**config.mk**
```make
export PLATFORM = sky130hd
export DESIGN_NAME = temporal_clause_ring_buffer
export DESIGN_NICKNAME = d
export VERILOG_FILES = /design/src/rtl/temporal_clause_ring_buffer.sv
export SDC_FILE = /design/constraint.sdc
export NUM_CORES = 2
export LEC_CHECK = 0
export CAP_MARGIN = 5
export CORE_AREA = 2 2 565 567
export DETAILED_ROUTE_END_ITERATION = 16
export DIE_AREA = 0 0 567 569
export DONT_BUFFER_PORTS = 1
export PLACE_DENSITY = 0.69
export SETUP_SLACK_MARGIN = 0.3
export SLEW_MARGIN = 0
export SYNTH_ARGS = -nofsm -noshare
export SYNTH_HDL_FRONTEND = slang
export SYNTH_SLANG_ARGS = --single-unit
```
**constraint.sdc**
```tcl
create_clock -name clk -period 20.7 [get_ports clk]
set_input_delay 1.035 -clock clk [delete_from_list [all_inputs] [get_ports clk]]
set_output_delay 1.035 -clock clk [all_outputs]
set_load 0.05 [all_outputs]
```
**src/rtl/temporal_clause_ring_buffer.sv**
```systemverilog
// Ring buffer of DEPTH flip records feeding break-value evaluation; ring-order allocation, indexed registered reads.
// Optional same-cycle write-to-read forwarding is enabled by defining TEMPORAL_BUFFER_WRITE_BYPASS_EN.
module temporal_clause_ring_buffer #(
    parameter int NSAT                     = 3,
    parameter int LITERAL_ADDRESS_WIDTH    = 11,
    parameter int MAX_CLAUSES_PER_VARIABLE = 20,
    parameter int DEPTH                    = 4,
    parameter int SLOT_BITS                = 2
) (
    input  logic                                                           clk,
    input  logic                                                           reset,
    input  logic                                                           write_valid_i,
    output logic                                                           write_ready_o,
    input  logic [MAX_CLAUSES_PER_VARIABLE*(LITERAL_ADDRESS_WIDTH+1)-1:0]  flipped_literal_multi_i,
    input  logic [(NSAT-1)*MAX_CLAUSES_PER_VARIABLE*(LITERAL_ADDRESS_WIDTH+1)-1:0] clause_table_literals_multi_i,
    output logic [SLOT_BITS-1:0]                                           write_slot_o,
    input  logic                                                           read_valid_i,
    input  logic [SLOT_BITS-1:0]                                           read_index_i,
    input  logic                                                           read_release_i,
    output logic [NSAT*MAX_CLAUSES_PER_VARIABLE*(LITERAL_ADDRESS_WIDTH+1)-1:0] clause_multi_o,
    output logic                                                           clause_valid_o,
    output logic                                                           read_error_o,
    output logic [SLOT_BITS:0]                                             occupancy_o,
    output logic                                                           full_o,
    output logic                                                           empty_o
);
    localparam int W   = LITERAL_ADDRESS_WIDTH + 1;
    localparam int CW  = NSAT * W;
    localparam int REC = MAX_CLAUSES_PER_VARIABLE * CW;

    logic [REC-1:0]       mem_q [DEPTH];
    logic [REC-1:0]       wr_rec_s, stored_rec_s;
    logic [DEPTH-1:0]     valid_q, valid_d;
    logic [SLOT_BITS-1:0] wr_ptr_q, wr_ptr_d;
    logic [SLOT_BITS:0]   occ_q, occ_d;
    logic                 write_ready_q, write_ready_d;
    logic                 full_q, full_d, empty_q, empty_d;
    logic [REC-1:0]       clause_q, clause_d;
    logic                 clause_valid_q, clause_valid_d;
    logic                 read_error_q, read_error_d;
    logic                 slot_valid_s, accept_s, rd_hit_s, byp_s, release_s;

    // Interleave dense write-side buses into the per-clause record layout.
    always_comb begin
        wr_rec_s = '0;
        for (int i = 0; i < MAX_CLAUSES_PER_VARIABLE; i++) begin
            wr_rec_s[i*CW +: W]           = flipped_literal_multi_i[i*W +: W];
            wr_rec_s[(i*NSAT+1)*W +: CW-W] = clause_table_literals_multi_i[i*(CW-W) +: CW-W];
        end
    end

    // Read-side slot lookup; indices beyond DEPTH match nothing and so read as empty.
    always_comb begin
        slot_valid_s = 1'b0;
        stored_rec_s = '0;
        for (int i = 0; i < DEPTH; i++) begin
            slot_valid_s = (read_index_i == SLOT_BITS'(i)) ? valid_q[i] : slot_valid_s;
            stored_rec_s = (read_index_i == SLOT_BITS'(i)) ? mem_q[i]   : stored_rec_s;
        end
    end

    // Handshake, read decode and next-state computation.
    always_comb begin
        accept_s  = write_valid_i & write_ready_q;
        rd_hit_s  = read_valid_i & slot_valid_s;
`ifdef TEMPORAL_BUFFER_WRITE_BYPASS_EN
        byp_s     = read_valid_i & accept_s & (read_index_i == wr_ptr_q);
`else
        byp_s     = 1'b0;
`endif
        // A bypassed slot is not yet valid, so rd_hit_s is low and its release is dropped.
        release_s = rd_hit_s & read_release_i;

        valid_d = valid_q;
        for (int i = 0; i < DEPTH; i++) begin
            if (accept_s && (wr_ptr_q == SLOT_BITS'(i))) begin
                valid_d[i] = 1'b1;
            end else if (release_s && (read_index_i == SLOT_BITS'(i))) begin
                valid_d[i] = 1'b0;
            end else begin
                valid_d[i] = valid_q[i];
            end
        end

        if (accept_s) begin
            wr_ptr_d = (wr_ptr_q == SLOT_BITS'(DEPTH-1)) ? {SLOT_BITS{1'b0}} : wr_ptr_q + {{(SLOT_BITS-1){1'b0}}, 1'b1};
        end else begin
            wr_ptr_d = wr_ptr_q;
        end

        case ({accept_s, release_s})
            2'b10:   occ_d = occ_q + {{SLOT_BITS{1'b0}}, 1'b1};
            2'b01:   occ_d = occ_q - {{SLOT_BITS{1'b0}}, 1'b1};
            default: occ_d = occ_q;
        endcase
        full_d  = (occ_d == (SLOT_BITS+1)'(DEPTH));
        empty_d = (occ_d == {(SLOT_BITS+1){1'b0}});

        write_ready_d = 1'b0;
        for (int i = 0; i < DEPTH; i++) begin
            write_ready_d = (wr_ptr_d == SLOT_BITS'(i)) ? ~valid_d[i] : write_ready_d;
        end

        if (byp_s) begin
            clause_d = wr_rec_s;
        end else if (rd_hit_s) begin
            clause_d = stored_rec_s;
        end else begin
            clause_d = clause_q;
        end
        clause_valid_d = rd_hit_s | byp_s;
        read_error_d   = read_valid_i & ~(rd_hit_s | byp_s);
    end

    // Control and output registers.
    always_ff @(posedge clk or posedge reset) begin
        if (reset) begin
            valid_q        <= '0;
            wr_ptr_q       <= '0;
            occ_q          <= '0;
            write_ready_q  <= 1'b1;
            full_q         <= 1'b0;
            empty_q        <= 1'b1;
            clause_q       <= '0;
            clause_valid_q <= 1'b0;
            read_error_q   <= 1'b0;
        end else begin
            valid_q        <= valid_d;
            wr_ptr_q       <= wr_ptr_d;
            occ_q          <= occ_d;
            write_ready_q  <= write_ready_d;
            full_q         <= full_d;
            empty_q        <= empty_d;
            clause_q       <= clause_d;
            clause_valid_q <= clause_valid_d;
            read_error_q   <= read_error_d;
        end
    end

    // Record storage; contents need no reset because valid flags gate every read.
    always_ff @(posedge clk) begin
        for (int i = 0; i < DEPTH; i++) begin
            if (accept_s && (wr_ptr_q == SLOT_BITS'(i))) begin
                mem_q[i] <= wr_rec_s;
            end
        end
    end

    assign write_ready_o  = write_ready_q;
    assign write_slot_o   = wr_ptr_q;
    assign clause_multi_o = clause_q;
    assign clause_valid_o = clause_valid_q;
    assign read_error_o   = read_error_q;
    assign occupancy_o    = occ_q;
    assign full_o         = full_q;
    assign empty_o        = empty_q;

endmodule

```
==> implementation parameters <==
Parameter                              Value

Worst setup path
  Critical register-to-register path startpoint ... write_slot_o[0]
  Most frequent cell on the critical path ... sky130_fd_sc_hd__buf_4
  Arrival time worst endpoint ... 8.98 ns
  Reg-to-reg slack, setup ... 14.58 ns
  Terminus of the critical flop-to-flop path ... mem_q[1][458]
  Number of cell instances on the worst register-to-register path ... 7
  CP peak stage delay ... 0.91 ns
  Largest delay share family, worst path ... buffers and inverters
  Series of cell instances along the critical path ... buf_16 > buf_16 > buf_16 > mux4_2 > and2_4 > buf_4 > buf_4 > buf_4 > buf_4 > buf_4 > mux2_4
  Kind of capture point of the worst setup path ... register
  Buffers & Inverters on Critical Path ... 8
  Kind of start point of the critical path ... input port
  Endpoint required time on the critical path ... 21.48 ns
  Maximum fanout along the worst path ... 160
  Worst setup path class ... input port to register
  Highest-delay cell along the critical path ... sky130_fd_sc_hd__buf_4

Clocking
  CTS max path bufs ... 4
  Source-to-sink clock delay at the later pin of the worst-skew pair ... 0.93 ns
  Post-CTS setup buffer count ... 0
  Hold bufs inserted after CTS ... 0
  Clock-pin slew reported for the worst setup and hold paths after clock tree synthesis ... 0.06 ns
  Num CTS Buffers ... 363
  Sinks on the clock net ... 3614
  CTS resizes ... 0
  Number of levels the H-tree was split into ... 5
  Clock tree root driver cell ... sky130_fd_sc_hd__clkbuf_16
  Clock tree from TritonCTS ... done

STA
  Setup TNS ... 0 ns
  Final WS setup ... 12.49 ns
  Fin. Hold Viols ... 0
  Highest clock frequency the design can meet ... 0.122 GHz
  Worst rel slew slack ... 7.32%
  Setup-failing EPs final ... 0
  Post-route fraction of the period consumed by the critical path ... 39.6%
  Transition at the pin with the smallest max-transition slack ... 1.39 ns
  Final Skew ... 0.0598 ns
  Min cycle time layout ... 8.21 ns
  Unrepaired setup endpoints after global routing ... false
  Slew Viols, Final ... 0

Power
  Worst IR drop on VDD ... 0.000129 V
  Static leakage ... 51.4 nW
  Ratio of total power to cell area ... 151 nW/um^2

Worst hold path
  Worst hold-check path type ... input port to async pin

Routing
  Drt pass-1 iters ... 8
  Drt via density ... 5.50
  Antenna Violating Nets Remaining ... 0
  Total via count after detailed routing ... 55400
  Initial detailed-routing violation count ... 4653
  Remaining DRCs ... 0
  Routed wirelength normalized by instance count ... 31.3 microns
  Detailed-route wire length ... 315000 microns

Yosys
  Most numerous cell in the Yosys netlist ... sky130_fd_sc_hd__edfxtp_1
  Share of flip-flops with an asynchronous set or reset ... 20.3%
  Warnings, synthesis ... 0
  Main flop type after synthesis ... sky130_fd_sc_hd__edfxtp_1
  Syn Inst Count ... 5337
  Synth Net Count ... 6070
  Syn_area_per_cell ... 25.1 sq um
  Count of distinct cell types in the synthesized netlist ... 26
  Sequential area share after synthesis ... 78.4%
  Register bit total from synthesis ... 3614
  Most instantiated cells after synthesis ... sky130_fd_sc_hd__edfxtp_1 (2880), sky130_fd_sc_hd__dfrtp_1 (732), sky130_fd_sc_hd__mux4_2 (721)
  Number of synthesized flops with an enable pin ... 2880
  Netlist area before placement ... 134000 sq um
  Cell types occupying the most area after synthesis ... sky130_fd_sc_hd__edfxtp_1 (65%), sky130_fd_sc_hd__dfrtp_1 (14%), sky130_fd_sc_hd__mux4_2 (12%)
  Proportion of netlist area held by the largest area contributor ... 64.7%
  Post-synthesis cell type with the largest combined area ... sky130_fd_sc_hd__edfxtp_1

Floorplan
  Core Footprint ... 317000 sq um
  Placement row count ... 207
  X dimension of the die ... 567 microns
  Number of I/O pins ... 1457
  Die area ... 323000 sq um
  Vertical die dimension ... 569 microns
  Effective utilization at floorplan ... 42.2%

Global route
  Maximum number of pins on one net before global-route repair ... 726
  Overall overflow remaining after global route ... 0
  First-pass GRT wire length ... 447000 microns
  Via count of the first global-routing pass ... 58200
  GR Util All Layers ... 19.2%
  Antenna violations before repair ... 7

Cells and area
  Finished Core Util ... 47.6%
  Sequential cell area ... 105000 sq um
  Area used by multi-input combinational logic ... 27300 sq um
  Layout Area Growth over Synthesis ... 12.7%
  Number of inserted filler cells in the final layout ... 25000
  Total Nets Final ... 6290
  Fraction of final layout cells with drive strength greater than 1 ... 36.0%

Place
  Post-placement setup slack ... 13.12 ns
  Post-detailed-placement half-perimeter wirelength ... 205000 microns
  Port Buf Inserts ... 0
  Global placer's final weighted congestion ... 0.861

Flow run
  Maxcap violations ... 0

Status
  Status ... completed
## worst reg2reg max path: stages, from the launching register on
cell	delay, ns
sky130_fd_sc_hd__dfrtp_1	0.75
sky130_fd_sc_hd__ha_1	0.28
sky130_fd_sc_hd__and3_4	0.72
sky130_fd_sc_hd__buf_4	0.79
sky130_fd_sc_hd__buf_4	0.81
sky130_fd_sc_hd__buf_12	0.55
sky130_fd_sc_hd__buf_4	1.03
sky130_fd_sc_hd__buf_4	0.81
## layer usage
metal	part of all wire, %	routed length, microns	vias to the layer above	GRT usage (%)
li1	-	-	22600	-
met1	36	112000	30200	22.2
met2	48	152000	2154	30.8
met3	12	39000	460	9.69
met4	3.5	11100	0	6.50
met5	0	0	-	0
## metrics by stage
step	std cells	cell area, sq um	power, mW	hold WS (ns)
after CTS	10000	150000	22.9	0.0983
after detailed placement	9367	138000	16.3	0.504
after global placement	9367	138000	16.2	0.482
final	10100	151000	22.8	0.116
after global routing	10100	151000	23.5	0.113
after floorplan	5337	134000	15.7	0.464
## area by class of cell
class	instances	area share, %
Sequential cell	3614	69.6
Multi-Input combinational cell	1477	18.1
Clock buffer	516	6.91
Tap cell	4180	3.47
Clock inverter	161	1.23
Timing Repair Buffer	97	0.654
Antenna cell	15	0.0249
Inverter	4	0.0125
## layout by cell type, fill, tap and decap left out, drive strengths merged
cell      instances
edfxtp         2880
dfrtp           732
mux2            722
mux4            721
clkbuf          516
clkinv          114
buf              97
bufinv           27
inv              18
diode            15
clkinvlp          6
a21o              5
ha                5
and3              5
mux2i             3
xnor2             2
nor2              2
nor2b             2
nand4b            2
dfstp             2
and2              1
nand2             1
nor3              1
xor2              1
or2               1
nand4bb           1
nand4             1
fa                1
## logic make-up after synthesis
family | share of synthesized area (%)
adder cells (fa/ha/maj) | 0.0618
XOR/XNOR | 0.0197
flip-flops | 78.4
AND/OR/NAND/NOR | 0.0805
buffers and inverters | 1.20
multiplexers | 20.2
AO/OA/AOI/OAI | 0.0281
## registers in the layout, indices dropped and copies added, names as in the netlist
name	cells
valid_q	4
mem_q	2880
occupancy_o	3
write_slot_o	2
empty_o	1
full_o	1
read_error_o	1
clause_multi_o	720
clause_valid_o	1
write_ready_o	1
## report_power, final
part	internal [mW]	switching, mW	leakage, nW	total (mW)
clock network	3.87	2.75	6.02	6.62
registers	9.40	3.97	34.8	13.4
logic	1.58	1.22	10.6	2.80
total	14.8	7.94	51.4	22.8
## worst max-delay path by stage
stage | from | to | cells after the start | slack, ns
after global placement | read_index_i[1] | clause_multi_o[50] | 8 | 13.18
after detailed placement | read_index_i[1] | clause_multi_o[680] | 8 | 13.12
after CTS | read_index_i[1] | clause_multi_o[461] | 8 | 14.14
after global routing | read_index_i[1] | clause_multi_o[55] | 11 | 12.25
final | read_index_i[1] | clause_multi_o[461] | 11 | 12.49
after floorplan | write_valid_i | mem_q[0][0] | 1 | 2.12
Note: power is estimated with default switching activity, not from simulation.
